### src/rtl/zeroheti_dmem_arb_pkg.sv
// Shared types and constants for the data-memory arbiter and its round-robin core.
// The window helper decodes in 33 bits so the top of the address space cannot wrap into range.
package zeroheti_dmem_arb_pkg;

  localparam int unsigned DmemArbMaxReq = 4;
  localparam int unsigned DmemWSize     = 4096;

  typedef struct packed {
    logic [31:0] base;
    logic [31:0] size;
  } addr_rule_t;

  localparam addr_rule_t DmemAddr = '{base: 32'h0002_0000, size: 32'h0000_4000};

  typedef struct packed {
    logic        we;
    logic [3:0]  be;
    logic [31:0] addr;
    logic [31:0] wdata;
  } dmem_req_t;

  typedef struct packed {
    logic [31:0] rdata;
    logic        err;
  } dmem_rsp_t;

  function automatic logic in_window(input logic [31:0] addr, input logic [31:0] base,
                                     input logic [32:0] span);
    logic [32:0] a33;
    logic [32:0] b33;
    a33 = {1'b0, addr};
    b33 = {1'b0, base};
    return (a33 >= b33) && (a33 < (b33 + span));
  endfunction

endpackage

### src/rtl/zeroheti_dmem_arb_rr.sv
// Combinational round-robin pick: first asserted request at or after prio_i, wrapping upward.
// Kept standalone so the HETIC bus port can reuse it.
module zeroheti_rr_arb #(
  parameter  int unsigned NumReq = 2,
  localparam int unsigned PW     = (NumReq > 1) ? $clog2(NumReq) : 1
) (
  input  logic [NumReq-1:0] req_i,
  input  logic [PW-1:0]     prio_i,
  output logic [NumReq-1:0] gnt_o,
  output logic [PW-1:0]     idx_o,
  output logic              valid_o
);

  logic [PW-1:0] cand_s;

  // Scan ports starting at the priority pointer; the first live request wins.
  always_comb begin
    gnt_o   = '0;
    idx_o   = '0;
    valid_o = 1'b0;
    cand_s  = '0;
    for (int unsigned i = 0; i < NumReq; i++) begin
      cand_s = PW'((32'(prio_i) + i) % NumReq);
      if (!valid_o && req_i[cand_s]) begin
        gnt_o[cand_s] = 1'b1;
        idx_o         = cand_s;
        valid_o       = 1'b1;
      end else begin
      end
    end
  end

endmodule

### src/rtl/zeroheti_dmem_arb.sv
// Shares the single-port data SRAM between NumReq OBI-style requesters with round-robin
// arbitration, a window check, and a one-cycle response stage routed back to the winner.
module zeroheti_dmem_arb
  import zeroheti_dmem_arb_pkg::*;
#(
  parameter  int unsigned NumReq   = 2,
  parameter  int unsigned MemWords = DmemWSize,
  parameter  logic [31:0] BaseAddr = DmemAddr.base,
  localparam int unsigned AW       = $clog2(MemWords),
  localparam int unsigned PW       = (NumReq > 1) ? $clog2(NumReq) : 1
) (
  input  logic                   clk_i,
  input  logic                   rst_i,
  input  logic [NumReq-1:0]      req_i,
  input  logic [NumReq-1:0]      we_i,
  input  logic [NumReq-1:0][3:0] be_i,
  input  logic [NumReq-1:0][31:0] addr_i,
  input  logic [NumReq-1:0][31:0] wdata_i,
  output logic [NumReq-1:0]      gnt_o,
  output logic [NumReq-1:0]      rvalid_o,
  output logic [31:0]            rdata_o,
  output logic                   err_o,
  output logic                   mem_req_o,
  output logic                   mem_we_o,
  output logic [3:0]             mem_be_o,
  output logic [AW-1:0]          mem_addr_o,
  output logic [31:0]            mem_wdata_o,
  input  logic [31:0]            mem_rdata_i
);

  localparam logic [32:0] SpanBytes = 33'(MemWords) << 2;

  logic [NumReq-1:0] req_s;
  logic [PW-1:0]     win_idx_s;
  logic              any_gnt_s;
  logic              in_range_s;
  logic [31:0]       offset_s;
  logic [PW-1:0]     prio_d_s;

  logic [PW-1:0]     prio_q;
  logic              rsp_valid_q;
  logic [PW-1:0]     rsp_port_q;
  logic              rsp_err_q;
  logic              rsp_we_q;

  // Reset suppresses all grants even while requests are held.
  assign req_s = rst_i ? '0 : req_i;

  zeroheti_rr_arb #(.NumReq(NumReq)) u_rr (
    .req_i   (req_s),
    .prio_i  (prio_q),
    .gnt_o   (gnt_o),
    .idx_o   (win_idx_s),
    .valid_o (any_gnt_s)
  );

  assign in_range_s = in_window(addr_i[win_idx_s], BaseAddr, SpanBytes);
  assign offset_s   = addr_i[win_idx_s] - BaseAddr;

  // SRAM strobe only for in-range winners; out-of-range grants still complete with an error.
  always_comb begin
    mem_req_o   = 1'b0;
    mem_we_o    = 1'b0;
    mem_be_o    = 4'b0000;
    mem_addr_o  = '0;
    mem_wdata_o = 32'h0000_0000;
    if (any_gnt_s && in_range_s) begin
      mem_req_o   = 1'b1;
      mem_we_o    = we_i[win_idx_s];
      mem_be_o    = be_i[win_idx_s];
      mem_addr_o  = AW'(offset_s >> 2);
      mem_wdata_o = wdata_i[win_idx_s];
    end else begin
    end
  end

  // Pointer moves one past the winner; wraps to port 0 after the last port.
  always_comb begin
    prio_d_s = prio_q;
    if (any_gnt_s) begin
      prio_d_s = (32'(win_idx_s) == NumReq - 1) ? '0 : win_idx_s + 1'b1;
    end else begin
    end
  end

  // Priority pointer and single-entry response stage.
  always_ff @(posedge clk_i) begin
    if (rst_i) begin
      prio_q      <= '0;
      rsp_valid_q <= 1'b0;
      rsp_port_q  <= '0;
      rsp_err_q   <= 1'b0;
      rsp_we_q    <= 1'b0;
    end else if (any_gnt_s) begin
      prio_q      <= prio_d_s;
      rsp_valid_q <= 1'b1;
      rsp_port_q  <= win_idx_s;
      rsp_err_q   <= !in_range_s;
      rsp_we_q    <= we_i[win_idx_s];
    end else begin
      rsp_valid_q <= 1'b0;
    end
  end

  // Gating on rst_i drops a response that was in flight when reset arrived.
  always_comb begin
    rvalid_o = '0;
    err_o    = 1'b0;
    rdata_o  = 32'h0000_0000;
    if (rsp_valid_q && !rst_i) begin
      rvalid_o[rsp_port_q] = 1'b1;
      err_o                = rsp_err_q;
      rdata_o              = (rsp_err_q || rsp_we_q) ? 32'h0000_0000 : mem_rdata_i;
    end else begin
    end
  end

endmodule

### config.mk
export PLATFORM = sky130hd
export DESIGN_NAME = zeroheti_dmem_arb
export DESIGN_NICKNAME = d
export VERILOG_FILES = /design/src/rtl/zeroheti_dmem_arb_pkg.sv /design/src/rtl/zeroheti_dmem_arb_rr.sv /design/src/rtl/zeroheti_dmem_arb.sv
export SDC_FILE = /design/constraint.sdc
export NUM_CORES = 1
export LEC_CHECK = 0
export ABC_AREA = 1
export ABC_CLOCK_PERIOD_IN_PS = 2190
export CORE_AREA = 2 2 102 104
export CTS_CLUSTER_SIZE = 24
export DETAILED_ROUTE_END_ITERATION = 16
export DIE_AREA = 0 0 104 106
export GPL_TIMING_DRIVEN = 1
export PLACE_DENSITY = 0.64
export SKIP_LAST_GASP = 1
export SLEW_MARGIN = 20
export SYNTH_ARGS = -nofsm -noshare
export SYNTH_HDL_FRONTEND = slang
export SYNTH_SLANG_ARGS = --single-unit
### constraint.sdc
create_clock -name clk_i -period 2.19 [get_ports clk_i]
set_clock_uncertainty 0.15 [all_clocks]
set_input_delay 0.3285 -clock clk_i [delete_from_list [all_inputs] [get_ports clk_i]]
set_output_delay 0.3285 -clock clk_i [all_outputs]
set_load 0.03 [all_outputs]
==> results.md <==
* CP endpoint kind: output pin
* Reg2reg end: rsp_we_q
* CP required at approximately 1700 ps
* Pleak at 2.52 nW
* N_diodes at 0
* Total track usage at around 16%
* CTS Hold Bufs at 0
* Max-Slew Margin vs Limit at between 70% and 80%
* Mapped Avg Cell Area at 4.52 um2
* Max Fanout on Critical Path at 6
* R2R Path Start: prio_q
* First-pass GRT wire length at 14,900 um
* Crit start category: input pin
* Slew @ Worst Pin at roughly 330 ps
* Setup slack, reg-to-reg at around 580 ps
* Setup CP Type: in -> out
* Status: complete, but fails checks
* CP cell instances: clkdlybuf4s50_1 > nor2_1 > nand4_1 > nand2_2 > nand3_4 > buf_12 > clkbuf_16 > nor2_4 > buf_6
* Area grow syn2layout at 198%
* Initial antenna violation count at 0
* Final Slew Violations at 0
* Vias in the first global route at approximately 3,000
* Clock sink count at 5
* Total routed wirelength at 10,200 um
* HPWL Detailed at approximately 7600 um
* Drt via density at about 4.1
* Cell variety after synth at 19
* Fmax at approximately 0.45 GHz
* Die outline area at about 11,000 um2
* Worst Hold Endpoint: prio_q
* Largest net degree at the start of global routing at 36
* Die X at ~100 um
* Share of cells above drive strength 1 at between 20% and 30%
* Io pins at approximately 260
* Clock transition at the registers of the reported paths at about 40 ps
* Clk root buf: clkbuf_8
* # port buffers at ~260
* GPL Wtd Cong at about 0.81
* TritonCTS clock tree: built
* Crit-path slowest cell: clkdlybuf4s50_1
* FILL cells at around 1,000
* Core area at ~10000 um2
* Post-layout min period at about 2200 ps
* WL per Instance at between 10 and 15 um
* Post-Route Utilization at between 50% and 60%
* Register bit total from synthesis at 5
* Num rows at 37
* Post-synthesis sequential area ratio at between 5 and 6%
* Failing checks: setup timing
* Setup Viol. Count Final at 18
* Post-Syn Nets at between 500 and 600
* Max cap viols at 0
* Yosys warning total at 0
* Clk buf depth at 2
* Worst hold path class: in -> reg
* Detailed Route Iter0 Violations at between 90 and 100
* Antenna-violating nets left at 0
* RSZ-0062 raised after global routing: yes
* Placed Cells at roughly 770
* Initial Utilization at ~17%
* Worst r2r path cells at 10
* Residual DRC at 0
* Gate Count Post-Synth at 376
* Worst IR Drop VDD at about 0.00021 V
* Final layout net count at a little over 800
* Power per cell area at 194 nW/um2
* FF/Latch Area at 104 um2
* Syn Std Cell Area at ~1700 um2
* Worst EP arrival at 1750 ps
* Clk Latency, worst-skew pair at approximately 230 ps
* Period utilization at 102%
* Hold_sp: req_i[1]
* Slowest Stage Delay on Critical Path at roughly 400 ps
* Multi-input logic area at between 1500 and 2000 um2
* Setup ws final at -40.0 ps
* H-Tree Depth at 1
* Non-Filler Instances at ~780
* Remaining global-route overflow at 0
* Hold WS at between 200 and 300 ps
* Drt pass-1 iters at 4
* Routed via count at roughly 3,200
* Cells on Worst Hold Path at 4
* Hold Vio Cnt, Final at 0
* Die H at ~110 um
* Total CTS buffers at 3
[power breakdown]
| group | internal (W) | switching (W) | leakage (nW) | total [W] |
|---|---|---|---|---|
| clock network | 0.000125 | 0.0000497 | 0.0228 | 0.000175 |
| logic | 0.000390 | 0.000312 | 2.45 | 0.000702 |
| registers | 0.0000992 | 0.00000515 | 0.0423 | 0.000104 |
| total | 0.000615 | 0.000367 | 2.52 | 0.000982 |
[state kept, by name, summed over array words and instances, names as in the netlist]
register,cells
rsp_we_q,1
prio_q,1
rsp_valid_q,1
rsp_port_q,1
rsp_err_q,1
[cells by family (layout without fill, tap and decap cells)]
group                  Yosys count  after routing  share of synthesized area (%)
AO/OA/AOI/OAI                    6              6                           1.91
buffers and inverters           85            354                           21.6
AND/OR/NAND/NOR                280            280                           70.5
flip-flops                       5              5                           5.89
[layer usage]
metal / up-vias / wire, um / track usage, %
li1: 1631 / - / -
met1: 1436 / 3960 / 18.2
met5: - / 0 / 0
met4: 0 / 183 / 4.25
met3: 16 / 645 / 3.19
met2: 128 / 5390 / 31.9
[cell usage in the layout (no fill, tap or decap), types with 4 or more instances in the layout]
master           netlist  layout
buf_12                 0       9
buf_4                  1      59
buf_6                  5      45
clkdlybuf4s15_1        0       7
clkdlybuf4s50_1        0     137
dfxtp_1                5       4
dlygate4sd2_1          0      21
inv_1                 62      60
nand2_1              166     162
nor2_1                75      23
nor2_2                 1      12
nor2_4                 0      41
nor3b_1               32      32
[synth_stat cells]
library cell,instances,area share [%]
nand4_1,1,0.37
or2_0,1,0.37
buf_2,6,1.8
inv_1,62,14
o21ai_0,2,0.59
dfxtp_1,5,5.9
buf_6,5,3.3
nand2_1,166,37
nand3_1,1,0.29
nand3_4,1,1.0
inv_2,2,0.44
nor2_2,1,0.37
clkbuf_1,9,2.0
nor2_1,75,17
o211ai_1,1,0.44
buf_4,1,0.44
nor3b_1,32,14
nand2_2,2,0.74
a21oi_1,3,0.88
[final cells by class]
| class | instances | area share, % |
|---|---|---|
| Clock buffer | 4 | 0.889 |
| Inverter | 64 | 4.84 |
| Multi-Input combinational cell | 286 | 31.5 |
| Sequential cell | 5 | 2.05 |
| Tap cell | 136 | 3.36 |
| Timing Repair Buffer | 286 | 57.3 |
[metrics by stage]
stage	cell area (um2)	total power, W	TNS [ps]	setup slack (ps)
final	5070	0.000982	-288	-40.0
after global routing	5070	0.00105	-3610	-109
after CTS	4690	0.000949	-2070	-62.0
after detailed placement	4310	0.000761	-16450	-358
after global placement	4310	0.000752	-15180	-326
after floorplan	1700	0.000352	0	174
[repair_timing]
action | CTS | global route
hold endpoints to repair | 0 | 0
setup endpoints to repair | 50 | 50
setup buffers | 6 | 1
gates resized for setup | 111 | 98
cloned | 3 | 1
pin swaps | 25 | 19
[worst max path at each step]
stage          startpoint         endpoint  slack, ps  cells past startpoint
3_5_place_dp     req_i[0]  mem_wdata_o[29]       -360                     11
3_3_place_gp     req_i[0]    mem_addr_o[8]       -330                     11
2_1_floorplan       rst_i   mem_addr_o[10]        170                      9
5_1_grt          req_i[0]  mem_wdata_o[11]       -110                     13
4_1_cts            prio_q  mem_wdata_o[21]        -60                      9
6_report       addr_i[19]  mem_wdata_o[11]        -40                      9
[critical path: cells and delay by family]
family	cells	cell delay, ps
buf+inv	4	870
simple gates	5	550
Power figures use the tool's default switching activity.
